## config.mk

```make
export PLATFORM = sky130hd
export DESIGN_NAME = dmem_arbiter
export DESIGN_NICKNAME = d
export VERILOG_FILES = /design/src/rtl/dmem_arbiter.sv
export SDC_FILE = /design/constraint.sdc
export NUM_CORES = 1
export LEC_CHECK = 0
export ABC_AREA = 0
export CELL_PAD_IN_SITES_DETAIL_PLACEMENT = 1
export CELL_PAD_IN_SITES_GLOBAL_PLACEMENT = 1
export CORE_MARGIN = 2
export CORE_UTILIZATION = 22
export DETAILED_ROUTE_END_ITERATION = 16
export HOLD_SLACK_MARGIN = 0.05
export PLACE_DENSITY_LB_ADDON = 0.1
export SLEW_MARGIN = 20
export SYNTH_ARGS = -nofsm -noshare
export SYNTH_HDL_FRONTEND = slang
export SYNTH_SLANG_ARGS = --single-unit
export TNS_END_PERCENT = 20
```

## constraint.sdc

```tcl
create_clock -name clk -period 3.5 [get_ports clk]
set_input_delay 1.05 -clock clk [delete_from_list [all_inputs] [get_ports clk]]
set_output_delay 1.05 -clock clk [all_outputs]
set_load 0.05 [all_outputs]
```

## src/rtl/dmem_arbiter.sv

```systemverilog
`default_nettype none
// ============================================================================
//  Module   : dmem_arbiter
//  Purpose  : Two-port data-memory arbiter. Port 0 is the core, port 1 is a
//             DMA/debug master with an optional burst lock. Grants are
//             combinational from the current requests; the RAM is a
//             single-cycle synchronous SRAM (write commits at the grant edge,
//             read data appears one cycle after the read grant).
//  Revision : 1.0  initial release
// ============================================================================
module dmem_arbiter #(
  parameter int AW       = 10,
  parameter int DW       = 32,
  parameter int MAX_LOCK = 8
) (
  input  logic          clk,
  input  logic          reset,
  input  logic          p0_req,
  input  logic          p0_we,
  input  logic [31:0]   p0_addr,
  input  logic [DW-1:0] p0_wdata,
  output logic          p0_gnt,
  output logic          p0_rvalid,
  input  logic          p1_req,
  input  logic          p1_we,
  input  logic          p1_lock,
  input  logic [31:0]   p1_addr,
  input  logic [DW-1:0] p1_wdata,
  output logic          p1_gnt,
  output logic          p1_rvalid,
  output logic [DW-1:0] rdata,
  output logic          mem_en,
  output logic          mem_we,
  output logic [AW-1:0] mem_addr,
  output logic [DW-1:0] mem_wdata,
  input  logic [DW-1:0] mem_rdata,
  output logic          err
);

  // Lock counter must be able to hold the value MAX_LOCK itself.
  localparam int unsigned            c_cnt_w    = $clog2(MAX_LOCK + 1);
  localparam logic [c_cnt_w-1:0]     c_max_lock = c_cnt_w'(MAX_LOCK);
  localparam logic [c_cnt_w-1:0]     c_one      = c_cnt_w'(1);

  typedef enum logic [1:0] {
    IDLE  = 2'd0,
    OWN0  = 2'd1,
    OWN1  = 2'd2,
    LOCK1 = 2'd3
  } state_t;

  state_t               r_state;
  state_t               w_state_nxt;
  logic                 r_rr_p1;      // 1: port 1 wins the next contested cycle
  logic [c_cnt_w-1:0]   r_lock_cnt;
  logic [c_cnt_w-1:0]   w_cnt_nxt;
  logic                 w_g0;
  logic                 w_g1;
  logic                 w_lock_req;
  logic                 w_lock_cap;

  logic                 w_any;
  logic                 w_sel_we;
  logic [31:0]          w_sel_addr;
  logic [DW-1:0]        w_sel_wdata;
  logic                 w_oor;

  logic [AW-1:0]        r_hold_addr;
  logic [DW-1:0]        r_hold_wdata;
  logic                 r_pend0;
  logic                 r_pend1;
  logic                 r_pend_oor;
  logic                 r_err;

  assign w_lock_req = p1_req & p1_lock;
  assign w_lock_cap = (r_lock_cnt == c_max_lock);

  // Next-state and grant decision: lock ownership first, otherwise round-robin.
  always_comb begin
    w_g0        = 1'b0;
    w_g1        = 1'b0;
    w_state_nxt = IDLE;
    w_cnt_nxt   = '0;
    if (r_state == LOCK1 && w_lock_req) begin
      if (w_lock_cap && p0_req) begin
        // Burst exhausted: give the core one slot, then resume the burst.
        w_g0        = 1'b1;
        w_cnt_nxt   = '0;
        w_state_nxt = LOCK1;
      end else begin
        // Counter saturates at the cap while the core stays quiet.
        w_g1        = 1'b1;
        w_cnt_nxt   = w_lock_cap ? r_lock_cnt : r_lock_cnt + c_one;
        w_state_nxt = LOCK1;
      end
    end else begin
      if (p0_req && (!p1_req || !r_rr_p1)) begin
        w_g0 = 1'b1;
      end else if (p1_req) begin
        w_g1 = 1'b1;
      end
      if (w_g0) begin
        w_state_nxt = OWN0;
      end else if (w_g1) begin
        if (p1_lock) begin
          // This grant is the first beat of the locked burst.
          w_state_nxt = LOCK1;
          w_cnt_nxt   = c_one;
        end else begin
          w_state_nxt = OWN1;
        end
      end
    end
  end

  // Grants are held off while reset is asserted.
  assign p0_gnt = w_g0 & reset;
  assign p1_gnt = w_g1 & reset;
  assign w_any  = p0_gnt | p1_gnt;

  assign w_sel_we    = p1_gnt ? p1_we    : p0_we;
  assign w_sel_addr  = p1_gnt ? p1_addr  : p0_addr;
  assign w_sel_wdata = p1_gnt ? p1_wdata : p0_wdata;

  // Any address bit at or above AW makes the access out of range.
  assign w_oor = ((w_sel_addr >> AW) != 32'd0);

  assign mem_en    = w_any & ~w_oor;
  assign mem_we    = mem_en & w_sel_we;
  assign mem_addr  = w_any ? w_sel_addr[AW-1:0] : r_hold_addr;
  assign mem_wdata = w_any ? w_sel_wdata        : r_hold_wdata;

  assign p0_rvalid = r_pend0;
  assign p1_rvalid = r_pend1;
  assign err       = r_err;
  // Out-of-range reads return zero instead of whatever the RAM still holds.
  assign rdata     = ((r_pend0 | r_pend1) && !r_pend_oor) ? mem_rdata : '0;

  // Arbitration state: FSM, round-robin pointer and lock counter.
  always_ff @(posedge clk or negedge reset) begin
    if (!reset) begin
      r_state    <= IDLE;
      r_rr_p1    <= 1'b0;
      r_lock_cnt <= '0;
    end else begin
      r_state    <= w_state_nxt;
      r_lock_cnt <= w_cnt_nxt;
      if (p0_gnt) begin
        r_rr_p1 <= 1'b1;
      end else if (p1_gnt) begin
        r_rr_p1 <= 1'b0;
      end
    end
  end

  // Read-response tracking and bus hold registers for idle cycles.
  always_ff @(posedge clk or negedge reset) begin
    if (!reset) begin
      r_pend0      <= 1'b0;
      r_pend1      <= 1'b0;
      r_pend_oor   <= 1'b0;
      r_err        <= 1'b0;
      r_hold_addr  <= '0;
      r_hold_wdata <= '0;
    end else begin
      r_pend0    <= p0_gnt & ~p0_we;
      r_pend1    <= p1_gnt & ~p1_we;
      r_pend_oor <= w_any & w_oor;
      r_err      <= w_any & w_oor;
      if (w_any) begin
        r_hold_addr  <= w_sel_addr[AW-1:0];
        r_hold_wdata <= w_sel_wdata;
      end
    end
  end

endmodule
`default_nettype wire

```

==> out/summary.txt <==
Die ar.: 14700 um2
DRC: 0
Worst-path clk slew: 0.07 ns
Non-Filler Instances: 841
GP Congestion: 0.858
DRT iter0 DRCs: 185
CP endpoint kind: output port
Worst setup SP type: primary input
Synth Flop Type: dfrtp_1
asr flop ratio synth: 100%
Post-synth EDFFs: 0
CTS tree: yes
Post-Synthesis Cells: 348
top cells by count, synth: nand3_1 (86), dfrtp_1 (52), o21ai_0 (45), o211ai_1 (42), and2_1 (32)
Total Routing Usage GR: 22.1%
outcome: finished with violations
worst path required time: 2.45 ns
DP Wirelength: 12300 um
post-synthesis sequential area ratio: 43.1%
count leader, synth: nand3_1
Setup CP Type: in2out
Chip Width: 121 um
Overflow after GRT: 0
GRT Max-Usage Layer: met2
Slew Viols, Final: 0
Slew headroom: 63.5%
# IOs: 248
pwr dens: 398 nW/um2
Critical Path AT: 2.46 ns
TritonCTS Buffers: 5
met1 Usage GRT: 29.1%
CTS sink cnt: 52
FMAX: 285 MHz
grt met3 use: 3.10%
unrepaired setup endpoints after global routing: yes
share of the synthesized area in the top cell type: 43.1%
Setup WS post-layout: -0.0122 ns
Worst Tran Pin Value: 0.545 ns
row cnt: 42
largest net degree at the start of global routing: 31
Syn Std Cell Area: 3020 um2
core area: 13300 um2
synthesized area per cell: 8.68 um2
largest area contributor in the netlist: dfrtp_1
worst path cell trace: buf_6 > and4_4 > o21bai_4 > buf_12 > o21ai_1 > o211ai_1 > buf_4
layout cell share with drive strength beyond 1: 32.4%
die height: 121 um
Hold-fix buffers, CTS: 0
sum of negative setup slack: -0.0122 ns
Area contributors post-synth: dfrtp_1 (43%), nand3_1 (14%), o211ai_1 (10%)
Net Count, Synth: 517
YS warnings: 0
vias in the first global route: 4402
Layout Nets: 831
WL per Instance: 19.4 um
root buffer cell: clkbuf_16
final hold vios: 0
failing checks: setup timing
Worst path slowest cell: o211ai_1
initial core utilization: 22.6%
FF-to-FF path depth: 9
Pre-antenna DRT Iters: 4
final hold slack: 0.587 ns
clk buf depth: 2
PortBufs: 247
min cycle time layout: 3.51 ns
Max FO, Critical Path: 13
worst-skew pair later-pin latency: 0.28 ns
final period utilization: 100%
leakage power: 2.89 nW
first-pass GRT wire length: 25200 um
Layout fillers: 1502
maximum vdd drop: 201 uV
HP Class: reg2reg
initial antenna violation count: 1
antenna violation net count after detailed routing: 0
Crit path largest cell delay: 0.31 ns
Max-Cap Viols: 0
met2 Use GR: 39.6%
Setup Viol. Count Final: 1
final wirelength: 16300 um
vias post-DR: 4018
Setup Skew: 0.00257 ns
Min-Delay Path Depth: 2
vias per std cell: 4.78
Distinct cells, synth: 38
area grow syn2layout: 130%
synthesized flop and latch total: 52
post-placement cell count: 804
H-tree depth: 2
## power by group
part           switching, mW  internal (mW)  total, mW
combinational          0.830          0.644       1.47
sequential            0.0361          0.712      0.749
clock                  0.210          0.337      0.547
total                   1.08           1.69       2.77
## what timing repair did
item,in CTS,in global routing
cloned,2,1
pin swaps,44,34
setup buffers,22,3
endpoints found under the setup margin,46,44
resized for setup,110,33
## worst paths after layout
check | from | to | slack, ns
worst max-delay path | p1_req | mem_addr[9] | -0.01
worst min-delay path | r_hold_wdata[22]$_DFF_PN0_ | r_hold_wdata[22]$_DFF_PN0_ | 0.59
worst max register to register | r_lock_cnt[0]$_DFFE_PN0P_ | r_hold_addr[5]$_DFF_PN0_ | 1.41
worst min register to register | r_hold_wdata[22]$_DFF_PN0_ | r_hold_wdata[22]$_DFF_PN0_ | 0.59
max in group asynchronous | reset | r_state[1]$_DFF_PN0_ | 2.35
min in group asynchronous | reset | r_hold_addr[9]$_DFF_PN0_ | 0.83
## per-stage QoR
step / power, mW / util [%] / worst slack, ns / area, um2
after floorplan: 1.47 / - / -0.202 / 3100
after global placement: 2.13 / 48.0 / -0.531 / 6410
after detailed placement: 2.15 / 48.0 / -0.632 / 6410
after CTS: 2.77 / 51.7 / -0.0322 / 6910
after global routing: 2.91 / 52.1 / -0.0813 / 6950
final: 2.77 / 52.1 / -0.0122 / 6950
## cell type report
type,instances,area [um2],share of cell area (%)
Timing Repair Buffer,340,3550,51.0
Antenna cell,2,5.00,0.0720
Tap cell,176,220,3.17
Sequential cell,52,1300,18.7
Clock inverter,2,35.0,0.504
Clock buffer,6,129,1.85
Inverter,6,30.0,0.432
Multi-Input combinational cell,257,1690,24.2
## state kept, by name (all words and copies together), names as in the netlist
| register | flops |
|---|---|
| r_rr_p1 | 1 |
| r_hold_wdata | 32 |
| r_state | 2 |
| p0_rvalid | 1 |
| p1_rvalid | 1 |
| r_lock_cnt | 4 |
| r_hold_addr | 10 |
| err | 1 |
## routing by layer
layer	share of wire, %	wire, um
met5	0	0
met4	0.61	99
met3	4.7	773
met2	51	8380
met1	43	7070
## cell families (layout without fill, tap and decap cells)
family          after synthesis  count (layout)  synth area share (%)
compound gates               98              98                  21.4
xor+xnor                      2               2                 0.580
fa+ha+maj                     2               2                 0.829
buf+inv                      39             354                  5.97
flops                        52              52                  43.1
other cells                   0               2                     0
simple gates                155             155                  28.1
## worst max-delay path, delay by kind of cell
kind / cells / cell delay, ns
and+or+nand+nor: 1 / 0.21
buffers and inverters: 3 / 0.56
AOI/OAI and AO/OA: 3 / 0.64
## layout by cell type (no fill, tap or decap), types with 2 or more instances in the layout
cell type	Yosys	final
clkdlybuf4s50_1	0	126
buf_8	0	3
nand3_2	1	2
dfrtp_1	52	52
nand2_1	7	5
and2_1	32	32
o211ai_1	42	42
nand4_1	3	3
o21ai_0	45	28
buf_4	4	116
clkdlybuf4s15_1	0	13
nor2_1	8	7
diode_2	0	2
o21ai_1	0	17
a31oi_4	1	2
inv_1	5	5
buf_6	1	11
clkbuf_16	0	6
ha_1	2	2
dlygate4sd2_1	0	18
nand2_2	1	2
nor4_2	0	7
nor4_4	0	3
clkbuf_2	4	4
nand3_1	86	84
buf_2	5	3
buf_12	0	43
Note: power is estimated with default switching activity, not from simulation.
